### src/rtl/op_sequencer_if.sv
// Op word definition and the host/cpu-facing bundle of the op sequencer.
// The sequencer takes the master modport; the host/loader and cpu stub take the slave modport.
package op_sequencer_pkg;

    typedef enum logic [2:0] {
        NO_OP     = 3'd0,
        CT_CT_ADD = 3'd1,
        CT_PT_ADD = 3'd2,
        CT_PT_MUL = 3'd3,
        CT_CT_MUL = 3'd4
    } op_mode_e;

    typedef struct packed {
        op_mode_e   mode;
        logic [3:0] src0;
        logic [3:0] src1;
        logic [3:0] src2;
        logic [3:0] src3;
        logic [3:0] dst0;
        logic [3:0] dst1;
    } operation;

endpackage

interface op_sequencer_if
    import op_sequencer_pkg::*;
#(
    parameter int PROG_DEPTH = 16
);
    localparam int AW = (PROG_DEPTH > 1) ? $clog2(PROG_DEPTH) : 1;

    logic          prog_we;
    logic [AW-1:0] prog_waddr;
    operation      prog_wdata;
    logic [AW:0]   prog_len;
    logic          start;
    operation      op;
    logic          done_in;
    logic          busy;
    logic          seq_done;
    logic          error;
    logic [AW-1:0] pc;
    logic [AW:0]   issued_count;

    modport master (
        input  prog_we, prog_waddr, prog_wdata, prog_len, start, done_in,
        output op, busy, seq_done, error, pc, issued_count
    );

    modport slave (
        output prog_we, prog_waddr, prog_wdata, prog_len, start, done_in,
        input  op, busy, seq_done, error, pc, issued_count
    );

endinterface

### src/rtl/op_sequencer.sv
// Program-driven op issuer: walks a preloaded program, pulses each op for one cycle,
// waits for done with a per-op timeout, and inserts one writeback-settle cycle between ops.
//
// state  | meaning
// IDLE   | program writable, waiting for start
// ISSUE  | op valid at cpu this cycle only (skip slots issue nothing)
// WAIT   | counting cycles until done_in or timeout
// SETTLE | writeback settle; advance pc or finish
// FINISH | one-cycle seq_done pulse
// ERROR  | timeout seen; held until reset
module op_sequencer
    import op_sequencer_pkg::*;
#(
    parameter int PROG_DEPTH     = 16,
    parameter int TIMEOUT_CYCLES = 500
) (
    input  logic          clk,
    input  logic          reset_n,
    op_sequencer_if.master bus
);

    localparam int AW = (PROG_DEPTH > 1) ? $clog2(PROG_DEPTH) : 1;
    localparam int CW = $clog2(TIMEOUT_CYCLES + 1);
    localparam logic [AW:0]   DEPTH_L = (AW + 1)'(PROG_DEPTH);
    localparam logic [CW-1:0] TC_LAST = CW'(TIMEOUT_CYCLES - 1);

    typedef enum logic [2:0] {
        S_IDLE,
        S_ISSUE,
        S_WAIT,
        S_SETTLE,
        S_FINISH,
        S_ERROR
    } state_e;

    state_e        state_q, state_d;
    operation      prog [PROG_DEPTH];
    operation      op_q, op_d;
    logic [AW-1:0] pc_q, pc_d;
    logic [AW:0]   len_q, len_d;
    logic [AW:0]   issued_q, issued_d;
    logic [CW-1:0] cnt_q, cnt_d;

    logic          prog_wr;
    logic [AW:0]   len_clamped;
    logic [AW-1:0] rd_addr;
    operation      rd_word;

    assign prog_wr     = bus.prog_we && (state_q == S_IDLE);
    assign len_clamped = (bus.prog_len > DEPTH_L) ? DEPTH_L : bus.prog_len;

    // The op register is loaded on entry to ISSUE, so the slot is read one cycle early;
    // a write landing in the start cycle is forwarded so the run sees the new word.
    assign rd_addr = (state_q == S_SETTLE) ? pc_q + 1'b1 : '0;
    assign rd_word = (prog_wr && (bus.prog_waddr == rd_addr)) ? bus.prog_wdata : prog[rd_addr];

    always_ff @(posedge clk) begin
        if (prog_wr) begin
            prog[bus.prog_waddr] <= bus.prog_wdata;
        end
    end

    always_ff @(posedge clk or negedge reset_n) begin
        if (!reset_n) begin
            state_q <= S_IDLE;
        end else begin
            state_q <= state_d;
        end
    end

    always_ff @(posedge clk or negedge reset_n) begin
        if (!reset_n) begin
            op_q     <= '0;
            pc_q     <= '0;
            len_q    <= '0;
            issued_q <= '0;
            cnt_q    <= '0;
        end else begin
            op_q     <= op_d;
            pc_q     <= pc_d;
            len_q    <= len_d;
            issued_q <= issued_d;
            cnt_q    <= cnt_d;
        end
    end

    always_comb begin
        state_d  = state_q;
        op_d     = op_q;
        pc_d     = pc_q;
        len_d    = len_q;
        issued_d = issued_q;
        cnt_d    = cnt_q;

        case (state_q)
            S_IDLE: begin
                if (bus.start) begin
                    len_d    = len_clamped;
                    pc_d     = '0;
                    issued_d = '0;
                    cnt_d    = '0;
                    if (len_clamped == '0) begin
                        state_d = S_FINISH;
                    end else begin
                        state_d = S_ISSUE;
                        if (rd_word.mode != NO_OP) begin
                            op_d = rd_word;
                        end
                    end
                end
            end
            S_ISSUE: begin
                // op_q.mode is NO_OP here exactly when the slot is a skip slot
                if (op_q.mode != NO_OP) begin
                    op_d.mode = NO_OP;
                    issued_d  = issued_q + 1'b1;
                    cnt_d     = '0;
                    state_d   = S_WAIT;
                end else begin
                    state_d = S_SETTLE;
                end
            end
            S_WAIT: begin
                if (bus.done_in) begin
                    state_d = S_SETTLE;
                end else if (cnt_q == TC_LAST) begin
                    state_d = S_ERROR;
                end else begin
                    cnt_d = cnt_q + 1'b1;
                end
            end
            S_SETTLE: begin
                if ({1'b0, pc_q} == (len_q - 1'b1)) begin
                    state_d = S_FINISH;
                end else begin
                    pc_d    = pc_q + 1'b1;
                    state_d = S_ISSUE;
                    if (rd_word.mode != NO_OP) begin
                        op_d = rd_word;
                    end
                end
            end
            S_FINISH: begin
                state_d = S_IDLE;
            end
            S_ERROR: begin
                state_d = S_ERROR;
            end
            default: begin
                state_d = S_IDLE;
            end
        endcase
    end

    assign bus.op           = op_q;
    assign bus.busy         = (state_q != S_IDLE);
    assign bus.seq_done     = (state_q == S_FINISH);
    assign bus.error        = (state_q == S_ERROR);
    assign bus.pc           = pc_q;
    assign bus.issued_count = issued_q;

endmodule

### src/flat_wrapper.sv
// flat-port wrapper written by rule: the top's interface ports become plain ports
module op_sequencer_flat import op_sequencer_pkg::*;
#(
    parameter int PROG_DEPTH     = 16,
    parameter int TIMEOUT_CYCLES = 500
)
  (clk, reset_n, bus_prog_we, bus_prog_waddr, bus_prog_wdata, bus_prog_len, bus_start, bus_done_in, bus_op, bus_busy, bus_seq_done, bus_error, bus_pc, bus_issued_count);
  op_sequencer_if #(.PROG_DEPTH(PROG_DEPTH)) bus_i ();
  input  logic clk;
  input  logic reset_n;
  input wire logic [$bits(bus_i.prog_we)-1:0] bus_prog_we;
  input wire logic [$bits(bus_i.prog_waddr)-1:0] bus_prog_waddr;
  input wire logic [$bits(bus_i.prog_wdata)-1:0] bus_prog_wdata;
  input wire logic [$bits(bus_i.prog_len)-1:0] bus_prog_len;
  input wire logic [$bits(bus_i.start)-1:0] bus_start;
  input wire logic [$bits(bus_i.done_in)-1:0] bus_done_in;
  output wire logic [$bits(bus_i.op)-1:0] bus_op;
  output wire logic [$bits(bus_i.busy)-1:0] bus_busy;
  output wire logic [$bits(bus_i.seq_done)-1:0] bus_seq_done;
  output wire logic [$bits(bus_i.error)-1:0] bus_error;
  output wire logic [$bits(bus_i.pc)-1:0] bus_pc;
  output wire logic [$bits(bus_i.issued_count)-1:0] bus_issued_count;
  assign bus_i.prog_we = bus_prog_we;
  assign bus_i.prog_waddr = bus_prog_waddr;
  assign bus_i.prog_wdata = bus_prog_wdata;
  assign bus_i.prog_len = bus_prog_len;
  assign bus_i.start = bus_start;
  assign bus_i.done_in = bus_done_in;
  assign bus_op = bus_i.op;
  assign bus_busy = bus_i.busy;
  assign bus_seq_done = bus_i.seq_done;
  assign bus_error = bus_i.error;
  assign bus_pc = bus_i.pc;
  assign bus_issued_count = bus_i.issued_count;
  op_sequencer #(.PROG_DEPTH(PROG_DEPTH), .TIMEOUT_CYCLES(TIMEOUT_CYCLES)) u_core (.clk(clk), .reset_n(reset_n), .bus(bus_i));
endmodule
### config.mk
export PLATFORM = sky130hd
export DESIGN_NAME = op_sequencer_flat
export DESIGN_NICKNAME = d
export VERILOG_FILES = /design/src/rtl/op_sequencer_if.sv /design/src/rtl/op_sequencer.sv /design/src/flat_wrapper.sv
export SDC_FILE = /design/constraint.sdc
export NUM_CORES = 1
export LEC_CHECK = 0
export ABC_AREA = 1
export CAP_MARGIN = 20
export CORE_MARGIN = 1.5
export CORE_UTILIZATION = 30
export DETAILED_ROUTE_END_ITERATION = 8
export GPL_TIMING_DRIVEN = 0
export PLACE_DENSITY = 0.44
export SYNTH_ARGS = -nofsm -noshare
export SYNTH_HDL_FRONTEND = slang
export SYNTH_SLANG_ARGS = --single-unit
export TNS_END_PERCENT = 1
### constraint.sdc
create_clock -name clk -period 3.7 [get_ports clk]
set_input_delay 0.925 -clock clk [delete_from_list [all_inputs] [get_ports clk]]
set_output_delay 0.925 -clock clk [all_outputs]
set_load 0.02 [all_outputs]
# After elaboration in Yosys (flattened, before gate mapping)
# Memories as Yosys holds them, arrays and structs flattened.
# Index checks and enable logic that the tools add are counted.
word_totals:
  elab_cells: 81
  reg_bits: 53
  ramBits: 432
  out_inout_bits: 39
  memories: 1
  in_bits: 41
op_classes:
  n_eq_ne: 15
  n_reduce_logical: 18
  addsub: 4
  magnitude_cmp: 1
  mux: 30
mem_list:
  columns: ["memory", "depth", "width", "rd", "rd_clocked_by_memory_dff", "wr", "line_no", "source"]
  rows:
  - ["u_core.prog", 16, 27, 1, 0, 1, "op_sequencer.sv:37", "operation prog [PROG_DEPTH];"]
op_table:
  columns: ["cell", "n"]
  rows:
  - ["2-to-1 mux 27 bit", 5]
  - ["case mux 24 bit (2 select lines)", 1]
  - ["2-to-1 mux 9 bit", 4]
  - ["case mux 9 bit (3 select lines)", 1]
  - ["2-to-1 mux 3 bit", 6]
  - ["2-to-1 mux 5 bit", 3]
  - ["case mux 3 bit (5 select lines)", 1]
  - ["nonzero test 3 bit", 5]
  - ["2-to-1 mux 4 bit", 3]
  - ["!= test 2 bit, second input constant", 5]
  - ["case mux 5 bit (2 select lines)", 1]
  - ["AND reduction 5 bit", 2]
  - ["adder 9 x 1 -> 9 bit, second input constant", 1]
  - ["equality test 9 bit, second input constant", 1]
  - ["case mux 3 bit (3 select lines)", 1]
  - ["case mux 4 bit (2 select lines)", 1]
  - ["equality test 3 x 2 -> 1 bit, second input constant", 2]
  - ["equality test 3 bit, second input constant", 2]
  - ["AND reduction 3 bit", 2]
  - ["adder 5 x 1 -> 5 bit, second input constant", 1]
  - ["equality test 4 x 5 -> 1 bit", 1]
  - ["greater-than comparator 5 bit, second input constant", 1]
  - ["zero test 5 bit", 1]
  - ["subtractor 5 x 1 -> 5 bit, second input constant", 1]
  - ["other kinds (11)", 16]

# Longest topological paths before layout
logic_depth:
  depth_word: 10
  mapped_depth: 17
  depth_no_buf: 16

# Worst setup path before layout
# No wires, ideal clock.
synth_path:
  path_kind: "input to register"
  start: "input port bus_prog_we"
  end: "memory u_core.prog[0][0] (netlist name) (enable)"
  setup_ps: 411
  arrival_time_ps: 2431
  required_time_ps: 3289
  slack_ps: 858
  path_stages: 4
  path_buffers: 0
  path_cell_list: "inv_1 -> nor2_2 -> nand3_1 -> nor2_1"
synth_between:
  elab_chain_len: 3
synth_rtl:
  columns: ["element", "line_no", "source"]
  rows:
  - ["from (decl)", "flat_wrapper.sv:11", "input wire logic [$bits(bus_i.prog_we)-1:0] bus_prog_we;"]
  - ["logical AND 1 bit", "op_sequencer.sv:49", "assign prog_wr = bus.prog_we && (state_q == S_IDLE);"]
  - ["2-to-1 mux 1 bit", "op_sequencer.sv:58", "if (prog_wr) begin"]
  - ["2-to-1 mux 1 bit (implied by the code)", "op_sequencer.sv:59", "prog[bus.prog_waddr] <= bus.prog_wdata;"]
  - ["to (decl)", "op_sequencer.sv:37", null]
# Every way passes these cells.

# Worst setup path in the final report
layout_path:
  start: "register u_core.pc_q[0] (netlist: u_core.bus.pc[0])"
  end: "register u_core.op_q (netlist bit u_core.bus.op[10])"
layout_between:
  elab_chain_len: 10
  elab_cells_between_ends: 15
  cone_classes: "1 x add/sub; 3 x eq/ne; 7 x mux; 3 x reduce/logical; 1 x memory"
layout_rtl:
  columns: ["element", "line_no", "source"]
  rows:
  - ["from (decl)", "op_sequencer.sv:39", "logic [AW-1:0] pc_q, pc_d;"]
  - ["from (signal assigned)", "op_sequencer.sv:80", "pc_q <= pc_d;"]
  - ["branches (longest 10 deep; another with memory (16 x 27 bit))", null, null]
  - ["to (signal assigned)", "op_sequencer.sv:79", "op_q <= op_d;"]
  - ["to (decl)", "op_sequencer.sv:38", "operation op_q, op_d;"]
# Parallel ways; which one is timed is not known. The select of a mux whose other input is x is not followed.
# A chain may end at the register's enable or synchronous reset.

==> flow_summary_export.csv <==
group,metric,value,unit
synthesis,synth_nets,1663,
job,max-cap-violations,0,
worst_setup_path,critPathMaxFanout,10,
worst_setup_path,slowest_delay,0.65,ns
floorplanning,io_pins,80,
sta,maxSlewHeadroom,29.6,%
run_status,outcome,"finished clean",
global_route,grt_max_degree,54,
cts,clock_latency,0.62,ns
worst_setup_path,rrSetupSlack,0.19,ns
worst_setup_path,critical_path_class,"flop to flop",
global_route,overflow,0,
route,ant_nets,0,
finish,drive_gt1_share,15.9,%
sta,clock-skew-final,0.0327,ns
synthesis,yosys_warnings,0,
worst_setup_path,worstSetupStartpointType,"flop",
worst_setup_path,crit_path_frequent_cell,"buf_2",
hold_path,hold_class,"input pin to async pin",
sta,fin_tns_setup,0,ns
cts,clk_path_buf_depth,3,
route,drc_errors,0,
pwr,p_leak,8.03,nW
synthesis,async_reset_ff_share,10.9,%
placed_design,port_buffers,79,
floorplanning,placementRows,95,
worst_setup_path,critPathBufInv,5,
sta,finalCriticalPeriod,3.51,ns
worst_setup_path,worstReg2RegStart,"u_core.bus.pc[0]",
global_route,antenna_found_initial,2,
cts,cts.clk_slew.worst_paths,0.06,ns
floorplanning,die_w,263,um
worst_setup_path,crit_slowest_cell,"clkbuf_1",
worst_setup_path,cp.depth,14,
pwr,power_density,683,mW/mm^2
sta,setup_ws,0.193,ns
sta,fin_crit_sh,94.8,%
global_route,grt_pass1_vias,13500,
route,drtPass1Iterations,6,
cts,htree_levels,2,
route,avgRoutedWirePerCell,23.6,um
synthesis,synth-edff-count,432,
placed_design,place_hpwl,42900,um
synthesis,yosysSeqAreaShare,70.6,%
global_route,grt_pass1_wl,92400,um
floorplanning,fp.coreArea,0.0670,mm^2
worst_setup_path,cp-end-kind,"flop",
worst_setup_path,r2r_cells,14,
cts,cts_buffers,53,
route,dr_total_vias,13500,
worst_setup_path,cp_cell_sequence,"buf_2 > inv_2 > nand2_4 > buf_2 > buf_2 > clkbuf_1 > o221ai_1 > nand3_1 > nand3_1 > o21ai_0 > nand2_1 > nand2_1 > nor2_1 > nor2_1",
finish,area_delta_synth_final,20.1,%
synthesis,avgSynthCellArea,12.5,um^2
finish,layout_common_cells,"edfxtp_1 (432), nand2_1 (172), nor2_1 (141)",
floorplanning,fp.dieH,263,um
finish,utilization,36.3,%
cts,numClockSinks,485,
synthesis,synth_ff_type,"edfxtp_1",
worst_setup_path,required,4.24,ns
placed_design,gp_congestion,0.787,
placed_design,post-place-ws,-0.0461,ns
pwr,max-vdd-ir-drop,0.000356,V
worst_setup_path,arrival,4.05,ns
synthesis,syn_area,0.0202,mm^2
global_route,track_usage,18.3,%
route,vias_per_cell,5.03,
route,drt_iter0_drc,1122,
floorplanning,start_util,30.2,%
sta,setup_violations,0,
route,wl,63400,um
synthesis,netlist_instances,1618,
floorplanning,dieArea,0.0691,mm^2
sta,drv_slew,0,
sta,final-hold-violation-count,0,
worst_setup_path,path_delay_family,"buffers and inverters",
sta,tightest_slew,1.05,ns
finish,final_common_cell,"edfxtp_1",
cts,cts_tree,"done",
synthesis,synth.ff_latch_count,485,
cts,cts_root_buf,"clkbuf_16",
sta,rsz0062_at_grt,"yes",
finish,nNetsFinal,1813,
synthesis,synth_cell_types,41,
sta,fmax,285,MHz
worst_setup_path,r2r-end,"u_core.bus.op[10]",
==> cell type report <==
| class | count | area [um^2] |
|---|---|---|
| multi-input cells | 962 | 5360 |
| diodes | 1 | 2.50 |
| flip-flops and latches | 485 | 14300 |
| well taps | 873 | 1090 |
| plain buffers | 100 | 447 |
| fillers | 6600 | 42700 |
| repair buffers | 95 | 1180 |
| clock buffers | 68 | 1420 |
| inverters | 71 | 270 |
| clock inverters | 27 | 238 |
==> what timing repair did <==
item / CTS / global route
gates resized for setup: 1 / 5
endpoints found under the setup margin: 3 / 9
hold buffers: 0 / 0
setup buffers: 0 / 0
==> sequential cells by signal, summed over array words and instances, names as in the netlist <==
register,count
u_core.bus.pc,4
u_core.len_q,5
u_core.state_q,3
u_core.cnt_q,9
u_core.bus.issued_count,5
u_core.prog,432
u_core.bus.op,27
==> where the power goes <==
part           total [W]  switching [W]  leakage [nW]  internal (W)
Sequential       0.00648       0.000186          4.54       0.00630
Clock            0.00513        0.00222         0.808       0.00291
Combinational    0.00499        0.00337          2.69       0.00162
Total             0.0166        0.00577          8.03        0.0108
==> per-stage QoR <==
stage | power [W] | cells | hold slack (ns) | area (um^2)
detailed placement | 0.0116 | 2586 | 0.459 | 22600
CTS | 0.0168 | 2681 | 0.417 | 24300
global route | 0.0175 | 2681 | 0.454 | 24300
finish | 0.0166 | 2682 | 0.410 | 24300
global placement | 0.0116 | 2570 | 0.460 | 22100
floorplan | 0.00954 | 1618 | 0.434 | 20200
==> logic make-up after synthesis <==
logic type	count (synthesis)	synth area share, %
compound gates	344	11.0
xor+xnor	8	0.346
fa+ha+maj	4	0.247
buf+inv	171	3.50
flops	485	70.6
simple gates	606	14.3
==> Yosys cell counts, types with 2 or more instances <==
| cell | instances | share of area [%] |
|---|---|---|
| o21ai_0 | 120 | 3.0 |
| buf_6 | 2 | 0.11 |
| o211ai_1 | 104 | 3.9 |
| a21oi_1 | 33 | 0.82 |
| inv_1 | 62 | 1.1 |
| nand2_1 | 172 | 3.2 |
| nor2_2 | 2 | 0.062 |
| o22ai_1 | 2 | 0.062 |
| nor3b_1 | 2 | 0.074 |
| o31ai_1 | 22 | 0.82 |
| nand3b_1 | 3 | 0.11 |
| nand3_1 | 107 | 2.6 |
| xor2_1 | 7 | 0.30 |
| o21ai_1 | 11 | 0.27 |
| clkbuf_1 | 59 | 1.1 |
| nor2_1 | 157 | 2.9 |
| o221ai_1 | 48 | 2.1 |
| or2_2 | 123 | 3.8 |
| edfxtp_1 | 432 | 64 |
| inv_2 | 6 | 0.11 |
| dfrtp_1 | 53 | 6.5 |
| nor4_1 | 4 | 0.12 |
| nor3_1 | 14 | 0.35 |
| nand4_1 | 10 | 0.31 |
| nand3_2 | 2 | 0.099 |
| or2_0 | 2 | 0.062 |
| buf_2 | 30 | 0.74 |
| nand2_4 | 4 | 0.22 |
| buf_4 | 4 | 0.15 |
| clkinv_1 | 3 | 0.056 |
| buf_1 | 5 | 0.093 |
| ha_1 | 4 | 0.25 |
==> worst register-to-register path, cell delays in order, from the launching register on <==
cell and delay [ns]:
dfrtp_1 0.38, buf_2 0.24, inv_2 0.17, nand2_4 0.19, buf_2 0.40, buf_2 0.45
clkbuf_1 0.65, o221ai_1 0.21, nand3_1 0.18, nand3_1 0.14, o21ai_0 0.13, nand2_1 0.09
nand2_1 0.08, nor2_1 0.04, nor2_1 0.09
==> worst max path at each step <==
stage	from	endpoint	slack, ns
6_report	u_core.bus.pc[0]	u_core.bus.op[10]	0.19
5_1_grt	u_core.bus.pc[1]	u_core.bus.op[8]	-0.02
4_1_cts	u_core.bus.pc[1]	u_core.bus.op[8]	0.04
3_5_place_dp	u_core.bus.pc[1]	u_core.bus.op[8]	-0.05
3_3_place_gp	bus_prog_we	u_core.prog[0][0]	-1.48
2_1_floorplan	bus_prog_we	u_core.prog[0][0]	0.86
==> routing by layer <==
layer  track usage (%)  share of wire [%]  vias to the layer above
met2              29.9                 47                      400
met5                 0                  0                        -
met3              2.68                5.5                       88
met1              24.8                 44                     6755
met4              6.22                3.1                        0
li1                  -                  -                     6242
Power figures use the tool's default switching activity.
